===== config.mk =====
export PLATFORM = sky130hd
export DESIGN_NAME = hist_acc
export DESIGN_NICKNAME = d
export VERILOG_FILES = /design/src/rtl/hist_acc_pkg.sv /design/src/rtl/hist_acc_dp_ram2.sv /design/src/rtl/hist_acc.sv
export SDC_FILE = /design/constraint.sdc
export NUM_CORES = 1
export LEC_CHECK = 0
export CAP_MARGIN = 25
export CORE_MARGIN = 2
export CORE_UTILIZATION = 50
export CTS_CLUSTER_SIZE = 30
export DETAILED_ROUTE_END_ITERATION = 10
export HOLD_SLACK_MARGIN = 0.08
export MAX_ROUTING_LAYER = met4
export PLACE_DENSITY = 0.7
export SLEW_MARGIN = 20
export SYNTH_ARGS = -nofsm -noshare
export SYNTH_HDL_FRONTEND = slang
export SYNTH_HIERARCHICAL = 1
export SYNTH_SLANG_ARGS = --single-unit

===== constraint.sdc =====
create_clock -name clk -period 4 [get_ports clk]
set_input_delay 0.6 -clock clk [delete_from_list [all_inputs] [get_ports clk]]
set_output_delay 0.6 -clock clk [all_outputs]
set_load 0.05 [all_outputs]

===== src/rtl/hist_acc_pkg.sv =====
// hist_acc_pkg: shared definitions for the HOG cell-histogram accumulator.
//   - default geometry (bins, widths, pixels per cell)
//   - FSM state encoding, also exported on the debug state port
package hist_acc_pkg;

    localparam int DEF_NBINS        = 9;
    localparam int DEF_BIN_W        = 4;
    localparam int DEF_MAG_W        = 8;
    localparam int DEF_ACC_W        = 12;
    localparam int DEF_PIX_PER_CELL = 64;

    typedef enum logic [1:0] {
        ST_CLEAR = 2'd0,
        ST_ACC   = 2'd1,
        ST_FLUSH = 2'd2,
        ST_DRAIN = 2'd3
    } state_t;

endpackage


===== src/rtl/hist_acc_dp_ram2.sv =====
// dp_ram2: simple dual-port RAM, one write port and one read port.
//   clk    : clock
//   we_a   : port a write enable
//   addr_a : port a write address
//   din_a  : port a write data
//   addr_b : port b read address
//   dout_b : port b registered read data (read-first: a same-cycle write to
//            the same address is not visible until the following read)
module dp_ram2 #(
    parameter int DATA_W = 12,
    parameter int ADDR_W = 4
) (
    input  logic              clk,
    input  logic              we_a,
    input  logic [ADDR_W-1:0] addr_a,
    input  logic [DATA_W-1:0] din_a,
    input  logic [ADDR_W-1:0] addr_b,
    output logic [DATA_W-1:0] dout_b
);

    logic [DATA_W-1:0] mem [2**ADDR_W];

    always_ff @(posedge clk) begin
        if (we_a) begin
            mem[addr_a] <= din_a;
        end
        dout_b <= mem[addr_b];
    end

endmodule


===== src/rtl/hist_acc.sv =====
// hist_acc: per-cell orientation histogram accumulator.
//   Accumulates (bin, magnitude) samples for one cell into a dual-port RAM,
//   then streams the NBINS totals out, clearing each bin as it is consumed.
// Ports:
//   clk, rst_n          : clock, synchronous active-low reset
//   i_valid/o_ready     : input sample handshake; i_bin, i_mag sample fields
//   o_valid/i_ready     : output bin handshake; o_bin, o_hist, o_last fields
//   o_err               : one-cycle pulse, an accepted sample had i_bin >= NBINS
//   state_dbg           : current FSM state
// Handshakes: a transfer happens on a rising clk edge where valid && ready.
//   A producer holding valid keeps its data stable until the transfer; the
//   output side here never drops o_valid or changes o_bin/o_hist while stalled.
module hist_acc
    import hist_acc_pkg::*;
#(
    parameter int NBINS        = DEF_NBINS,
    parameter int BIN_W        = DEF_BIN_W,
    parameter int MAG_W        = DEF_MAG_W,
    parameter int ACC_W        = DEF_ACC_W,
    parameter int PIX_PER_CELL = DEF_PIX_PER_CELL
) (
    input  logic             clk,
    input  logic             rst_n,
    input  logic             i_valid,
    input  logic [BIN_W-1:0] i_bin,
    input  logic [MAG_W-1:0] i_mag,
    output logic             o_ready,
    output logic             o_valid,
    output logic [BIN_W-1:0] o_bin,
    output logic [ACC_W-1:0] o_hist,
    output logic             o_last,
    input  logic             i_ready,
    output logic             o_err,
    output state_t           state_dbg
);

    localparam int               CNT_W     = $clog2(PIX_PER_CELL + 1);
    localparam logic [BIN_W-1:0] LAST_BIN  = BIN_W'(NBINS - 1);
    localparam logic [BIN_W:0]   NBINS_EXT = (BIN_W + 1)'(NBINS);
    localparam logic [CNT_W-1:0] LAST_PIX  = CNT_W'(PIX_PER_CELL - 1);

    state_t state, state_nxt;

    logic [BIN_W-1:0] clr_idx;
    logic [CNT_W-1:0] pix_cnt;

    // Stage 1: accepted sample, RAM read in flight
    logic             s1_valid;
    logic [BIN_W-1:0] s1_bin;
    logic [MAG_W-1:0] s1_mag;
    logic             s1_oor;

    // Previous accumulate write, used to bypass the read-first RAM
    logic             wr_valid;
    logic [BIN_W-1:0] wr_bin;
    logic [ACC_W-1:0] wr_sum;

    logic             out_valid;
    logic [BIN_W-1:0] out_bin;

    logic             we_a;
    logic [BIN_W-1:0] addr_a;
    logic [ACC_W-1:0] din_a;
    logic [BIN_W-1:0] addr_b;
    logic [ACC_W-1:0] dout_b;

    logic             accept;
    logic             cell_done;
    logic             handshake;
    logic             acc_we;
    logic [ACC_W-1:0] base;
    logic [ACC_W:0]   sum_wide;
    logic [ACC_W-1:0] sum;

    assign o_ready   = (state == ST_ACC);
    assign accept    = i_valid && o_ready;
    assign cell_done = accept && (pix_cnt == LAST_PIX);
    assign handshake = out_valid && i_ready;
    assign acc_we    = s1_valid && !s1_oor;

    // A write issued last cycle to the same bin is not yet in dout_b
    assign base     = (wr_valid && (wr_bin == s1_bin)) ? wr_sum : dout_b;
    assign sum_wide = {1'b0, base} + {{(ACC_W + 1 - MAG_W){1'b0}}, s1_mag};
    assign sum      = sum_wide[ACC_W] ? '1 : sum_wide[ACC_W-1:0];

    always_comb begin
        state_nxt = state;
        case (state)
            ST_CLEAR: if (clr_idx == LAST_BIN) state_nxt = ST_ACC;
            ST_ACC:   if (cell_done) state_nxt = ST_FLUSH;
            ST_FLUSH: state_nxt = ST_DRAIN;
            ST_DRAIN: if (handshake && (out_bin == LAST_BIN)) state_nxt = ST_ACC;
            default:  state_nxt = ST_CLEAR;
        endcase
    end

    // Port a: clear pass, drain-side clearing, or accumulate write
    always_comb begin
        we_a   = 1'b0;
        addr_a = s1_bin;
        din_a  = sum;
        if (state == ST_CLEAR) begin
            we_a   = 1'b1;
            addr_a = clr_idx;
            din_a  = '0;
        end else if (handshake) begin
            we_a   = 1'b1;
            addr_a = out_bin;
            din_a  = '0;
        end else if (acc_we) begin
            we_a = 1'b1;
        end
    end

    // Port b: sample bin in ACC; during drain re-read the presented bin while
    // stalled so o_hist holds, or fetch the next bin on a transfer.
    always_comb begin
        case (state)
            ST_FLUSH: addr_b = '0;
            ST_DRAIN: addr_b = handshake ? out_bin + BIN_W'(1) : out_bin;
            default:  addr_b = i_bin;
        endcase
    end

    always_ff @(posedge clk) begin
        if (!rst_n) begin
            state     <= ST_CLEAR;
            clr_idx   <= '0;
            pix_cnt   <= '0;
            s1_valid  <= 1'b0;
            s1_bin    <= '0;
            s1_mag    <= '0;
            s1_oor    <= 1'b0;
            wr_valid  <= 1'b0;
            wr_bin    <= '0;
            wr_sum    <= '0;
            out_valid <= 1'b0;
            out_bin   <= '0;
        end else begin
            state    <= state_nxt;
            clr_idx  <= (state == ST_CLEAR) ? clr_idx + BIN_W'(1) : '0;
            if (accept) begin
                pix_cnt <= cell_done ? '0 : pix_cnt + CNT_W'(1);
            end
            s1_valid <= accept;
            s1_bin   <= i_bin;
            s1_mag   <= i_mag;
            s1_oor   <= ({1'b0, i_bin} >= NBINS_EXT);
            wr_valid <= acc_we && (state != ST_CLEAR);
            wr_bin   <= s1_bin;
            wr_sum   <= sum;
            // First DRAIN cycle only issues the read of bin 0
            if (state == ST_DRAIN) begin
                if (!out_valid) begin
                    out_valid <= 1'b1;
                    out_bin   <= '0;
                end else if (i_ready) begin
                    if (out_bin == LAST_BIN) begin
                        out_valid <= 1'b0;
                        out_bin   <= '0;
                    end else begin
                        out_bin <= out_bin + BIN_W'(1);
                    end
                end
            end
        end
    end

    dp_ram2 #(
        .DATA_W (ACC_W),
        .ADDR_W (BIN_W)
    ) u_ram (
        .clk    (clk),
        .we_a   (we_a),
        .addr_a (addr_a),
        .din_a  (din_a),
        .addr_b (addr_b),
        .dout_b (dout_b)
    );

    assign o_valid   = out_valid;
    assign o_bin     = out_bin;
    assign o_hist    = out_valid ? dout_b : '0;
    assign o_last    = out_valid && (out_bin == LAST_BIN);
    assign o_err     = s1_valid && s1_oor;
    assign state_dbg = state;

endmodule

# Word-level counts from Yosys, hierarchy flattened
# Memory sizes are Yosys's and may differ from the RTL's. A register that Yosys moved wholly into a read port is not among the register bits.
# Index checks and enable logic that the tools add are counted.
[totals]
register_bits = 49
n_memories = 1
ramBits = 192
out_inout_bits = 22
[memory_table]
columns = ["memory", "words", "word_bits", "read_ports", "rd_clocked_by_memory_dff", "wr", "line", "rtl"]
rows = [
  ["u_ram.mem", 16, 12, 1, 1, 1, "hist_acc_dp_ram2.sv:21", "logic [DATA_W-1:0] mem [2**ADDR_W];"],
]
[op_classes]
n_mux = 25
n_addsub = 4
eq_ne = 11
reduce_logical = 15
order_cmp = 1
[ops]
columns = ["operator", "count"]
rows = [
  ["12-bit two-way mux", 5],
  ["4-bit two-way mux", 6],
  ["12-bit by 8-bit adder with 13-bit output", 1],
  ["1-bit logical AND", 9],
  ["4-bit by 1-bit adder with 4-bit output (second input constant)", 2],
  ["4-bit == test (second input constant)", 2],
  ["1-bit two-way mux", 8],
  ["2-bit case mux with 4 select lines", 1],
  ["4-bit case mux with 2 select lines", 1],
  ["7-bit by 1-bit adder with 7-bit output (second input constant)", 1],
  ["7-bit by 6-bit == test with 1-bit output (second input constant)", 1],
  ["7-bit two-way mux", 1],
  ["2-bit two-way mux", 3],
  ["2-bit inequality test (second input constant)", 3],
  ["2-bit == test (second input constant)", 2],
  ["4-bit == test", 1],
  ["4-bit greater-or-equal comparator (second input constant)", 1],
  ["2-bit AND reduction", 2],
  ["3-bit AND reduction", 1],
  ["2-bit by 1-bit == test with 1-bit output (second input constant)", 1],
  ["2-bit zero test", 1],
  ["2-bit by 1-bit inequality test with 1-bit output (second input constant)", 1],
  ["2-bit nonzero test", 1],
  ["1-bit zero test", 1],
]

# Longest topological paths before layout
# Gate-level depths: netlist of the first run.
[depth]
word_depth = 7
depth_mapped = 14
mapped_depth_nobuf = 13

# Hierarchy
# The synthesis of the first run kept the hierarchy.
[by_module_without_submodules]
columns = ["module", "seq_area_each_um2", "n_inst", "cells_each", "area_each_um2"]
rows = [
  ["dp_ram2", 6005.8, 1, 329, 7599.8],
  ["hist_acc", 980.9, 1, 320, 2731.4],
]

# Worst setup path before layout of the first run
# OpenSTA, ideal clock, no wires.
[synth_timing]
kind = "flip-flop to flip-flop"
from = "register s1_bin[1]"
to = "memory u_ram.mem[0][8] (data pin)"
setup_ns = 0.340
slack_ns = 0.040
t_arrival_ns = 3.620
required_ns = 3.660
stages_incl_launch_ff = 14
period_less_slack_ns = 3.960
n_path_buf = 1
path_cell_list = "dfxtp_1 > inv_1 > a221o_1 > nor3_4 > buf_4 > mux2_2 > ha_1 > inv_1 > fa_1 > nor2b_1 > o31a_1 > o21ai_1 > nor3_2 > a211oi_1"
[synth_via]
elab_chain_len = 7
[synth_rtl]
columns = ["item", "line", "rtl"]
rows = [
  ["from (decl)", "hist_acc.sv:49", "logic [BIN_W-1:0] s1_bin;"],
  ["from (signal assigned)", "hist_acc.sv:146", "s1_bin <= i_bin;"],
  ["4-bit == test", "hist_acc.sv:82", "assign base = (wr_valid && (wr_bin == s1_bin)) ? wr_sum : dout_b;"],
  ["1-bit logical AND", "hist_acc.sv:82", ""],
  ["12-bit two-way mux", "hist_acc.sv:82", ""],
  ["12-bit by 8-bit adder with 13-bit output", "hist_acc.sv:83", "assign sum_wide = {1'b0, base} + {{(ACC_W + 1 - MAG_W){1'b0}}, s1_mag};"],
  ["12-bit two-way mux", "hist_acc.sv:84", "assign sum = sum_wide[ACC_W] ? '1 : sum_wide[ACC_W-1:0];"],
  ["12-bit two-way mux", "hist_acc.sv:106", "end else if (handshake) begin"],
  ["12-bit two-way mux", "hist_acc.sv:102", "if (state == ST_CLEAR) begin"],
  ["named net din_a[8]", "hist_acc.sv:63", "logic [ACC_W-1:0] din_a;"],
  ["to (decl)", "hist_acc_dp_ram2.sv:21", ""],
]
# The timed path passes the listed nets, and every way through them passes these cells.

# Final worst setup path of the first run
[layout_timing]
from = "register s1_bin[0]"
to = "memory u_ram.mem[6][9] (data pin)"
# Same word-level chain as after synthesis.

==> qor.yml, run 1 <==
status: "complete, no violations"
grt_max_degree: 49
num_rows: 52
synth_nets: 684
setup_viol: 0
layout-drive-gt1-share: 0.182
clockBufferDepth: 3
cp.required_ns: 4.25
fmax_mhz: 269
port-buffer-count: 37
cts_buffers: 26
num-nets-final: 758
area_delta_synth_final_pct: 16.9
leakagePower_nw: 4.33
cp.arrival_ns: 3.97
fillers: 1461
crit_fanout: 16
die_y_um: 148
clk_pin_slew_worst_paths_ns: 0.06
route.vias.total: 5926
grtUsageMet2: 0.352
synth.area.top_cells: "edfxtp_1 (56%), dfxtp_1 (12%), mux4_2 (7.2%)"
totalWireLength_mm: 23.1
synth_cells: 649
syn_avg_cell_area_sq_um: 15.9
top_level_ports: 38
n_antenna_cell: 0
fp.dieW_um: 148
core_area_sq_mm: 0.0202
total_power_mw: 6.38
stdcell_count: 1013
tightestPinTransition_ns: 0.913
rsz0062_at_grt: "no"
synth_ff_type: "edfxtp_1"
grt_pass1_vias: 6013
synth_top_area_share: 0.558
cp-end-kind: "register"
drv_slew: 0
drt_iter0_markers: 504
wl_per_cell_um: 22.8
drc_errors: 0
slew_headroom: 0.392
p_per_area_mw_per_mm2: 528
reg2reg_slack_ns: 0.28
overflow: 0
ys_ff_latch: 253
hold_viol: 0
synth_common_cells: "edfxtp_1 (192), dfxtp_1 (61), nor2_1 (55), nand2_1 (36), mux4_2 (33)"
htreeDepth: 1
yosysMostFrequentCell: "edfxtp_1"
antenna_found_initial: 0
ant_nets: 0
cts_tree: "yes"
crit_path_start_kind: "register"
track_usage: 0.222
synth_edf_count: 192
clock_sinks: 253
fin_hold_ws_ns: 0.437
synth_cell_types: 54
drtPass1Iterations: 7
critical_path_class: "register to register"
grt_pass1_wl_mm: 35.2
hold_class: "register to register"
max-vdd-ir-drop_v: 0.000286
period_share: 0.929
setup_tns_ns: 0
globalRouteMet3Util: 0.0426
use_met1: 0.297
root_buffer: "clkbuf_16"
async_reset_ff_frac: 0
netlist_area_sq_mm: 0.0103
gp_congestion: 0.914
finClkSkew_ns: 0.0133
grt_most_used_layer: "met2"
start_util: 0.511
dp_hpwl_mm: 14.4
max-cap-violations: 0
finalCriticalPeriod_ns: 3.72
yosys_warnings: 6
clkLatencyLatePin_ns: 0.53
placed_cells: 964
die_area_sq_mm: 0.0218
viasPerCell: 5.85
ys_seq_area_frac: 0.676
synth.largest_area_cell: "edfxtp_1"
what timing repair did:
action,CTS,global route
pin swaps,0,1
setup endpoints to repair,112,192
resized for setup,7,6
buffers inserted,0,1
hold buffers,0,0
cell usage in the layout (no fill, tap or decap), types with 4 or more instances in the layout:
| cell | Yosys | final |
|---|---|---|
| nor2_1 | 55 | 48 |
| clkinv_2 | 0 | 5 |
| and2_1 | 29 | 29 |
| o21ai_0 | 14 | 14 |
| mux2i_1 | 9 | 9 |
| xnor2_1 | 7 | 7 |
| mux4_2 | 33 | 33 |
| inv_1 | 16 | 16 |
| nand2b_1 | 8 | 8 |
| a22oi_1 | 25 | 25 |
| ha_1 | 18 | 18 |
| o211ai_1 | 4 | 4 |
| clkbuf_16 | 0 | 27 |
| and3_1 | 5 | 5 |
| xor2_1 | 8 | 8 |
| mux2_2 | 9 | 9 |
| buf_4 | 1 | 30 |
| clkbuf_1 | 14 | 5 |
| a21oi_1 | 16 | 14 |
| clkinv_1 | 0 | 5 |
| nor3_1 | 8 | 8 |
| nand2_1 | 36 | 36 |
| nand3b_1 | 5 | 5 |
| nand3_1 | 4 | 4 |
| clkdlybuf4s50_1 | 0 | 37 |
| nor2_2 | 0 | 5 |
| edfxtp_1 | 192 | 192 |
| dfxtp_1 | 61 | 61 |
| mux4_1 | 15 | 15 |
| a211oi_1 | 4 | 4 |
| nand4_1 | 4 | 4 |
where the power goes:
| group | internal, mW | switching [mW] |
|---|---|---|
| combinational | 0.283 | 0.501 |
| clock | 1.42 | 0.968 |
| sequential | 3.12 | 0.0834 |
worst max-delay path, stage by stage (launching register included):
cell and delay (ns):
dfxtp_1 0.37, inv_1 0.07, a221o_1 0.39, nor3_4 0.24, buf_12 0.15, mux2_2 0.35
ha_1 0.30, a211oi_1 0.35, o211ai_1 0.24, and4_1 0.28, o21ai_1 0.15, a21oi_1 0.11
nor2_2 0.43
cells by family (layout without fill, tap and decap cells):
kind of cell               after synthesis  count (layout)  share of synthesized area
DFF                                    253             253                      0.676
and+or+nand+nor                        170             170                     0.0821
AOI/OAI and AO/OA                       86              86                     0.0572
muxes                                   66              66                      0.129
buffers and inverters                   40             134                     0.0194
adders and majority gates               19              19                     0.0237
xor gates and xnor gates                15              15                     0.0127
cell type report:
cell class,instances,area (sq um),share of cell area
clock buffer,32,694,0.0575
inverter,17,63.8,0.00528
multi-input combinational,356,3200,0.265
clock inverter,16,155,0.0128
tap,270,338,0.0280
sequential,253,6990,0.579
timing repair buffer,69,636,0.0526
state kept, by name, summed over array words and instances, names as in the netlist:
name,count
wr_valid,1
pix_cnt,7
wr_sum,12
o_bin,4
s1_mag,8
s1_bin,4
wr_bin,4
o_valid,1
u_ram/mem,192
u_ram/dout_b,12
s1_valid,1
state_dbg,2
s1_oor,1
clr_idx,4
through the flow:
step	setup WS [ns]	utilization	area, sq um
finish	0.282	0.597	12100
global route	0.0417	0.597	12100
detailed placement	-0.138	0.551	11200
floorplan	0.0403	-	10300
CTS	0.00890	0.594	12000
global placement	0.123	0.551	11200
path summary, 6_finish.rpt:
path / from / end / cells after the start
max: s1_bin[0] / u_ram/mem[6][9] / 12
min: s1_oor / wr_valid / 1
max reg2reg: s1_bin[0] / u_ram/mem[6][9] / 12
min reg2reg: s1_oor / wr_valid / 1
metal layers:
layer	up-vias	routed length, um
met4	0	544
met1	2994	9410
li1	2654	-
met3	41	1860
met5	-	0
met2	237	11200
(Power assumes the default switching activity.)
==> run 2, diff against run 1 <==
--- a/config.mk
+++ b/config.mk
@@ -13,7 +13,7 @@
 export HOLD_SLACK_MARGIN = 0.08
 export MAX_ROUTING_LAYER = met4
 export PLACE_DENSITY = 0.7
-export SLEW_MARGIN = 20
+export SLEW_MARGIN = 15
 export SYNTH_ARGS = -nofsm -noshare
 export SYNTH_HDL_FRONTEND = slang
 export SYNTH_HIERARCHICAL = 1
==> results of run 2 <==
Final layout, timing and power as in run 1 (identical DEF).
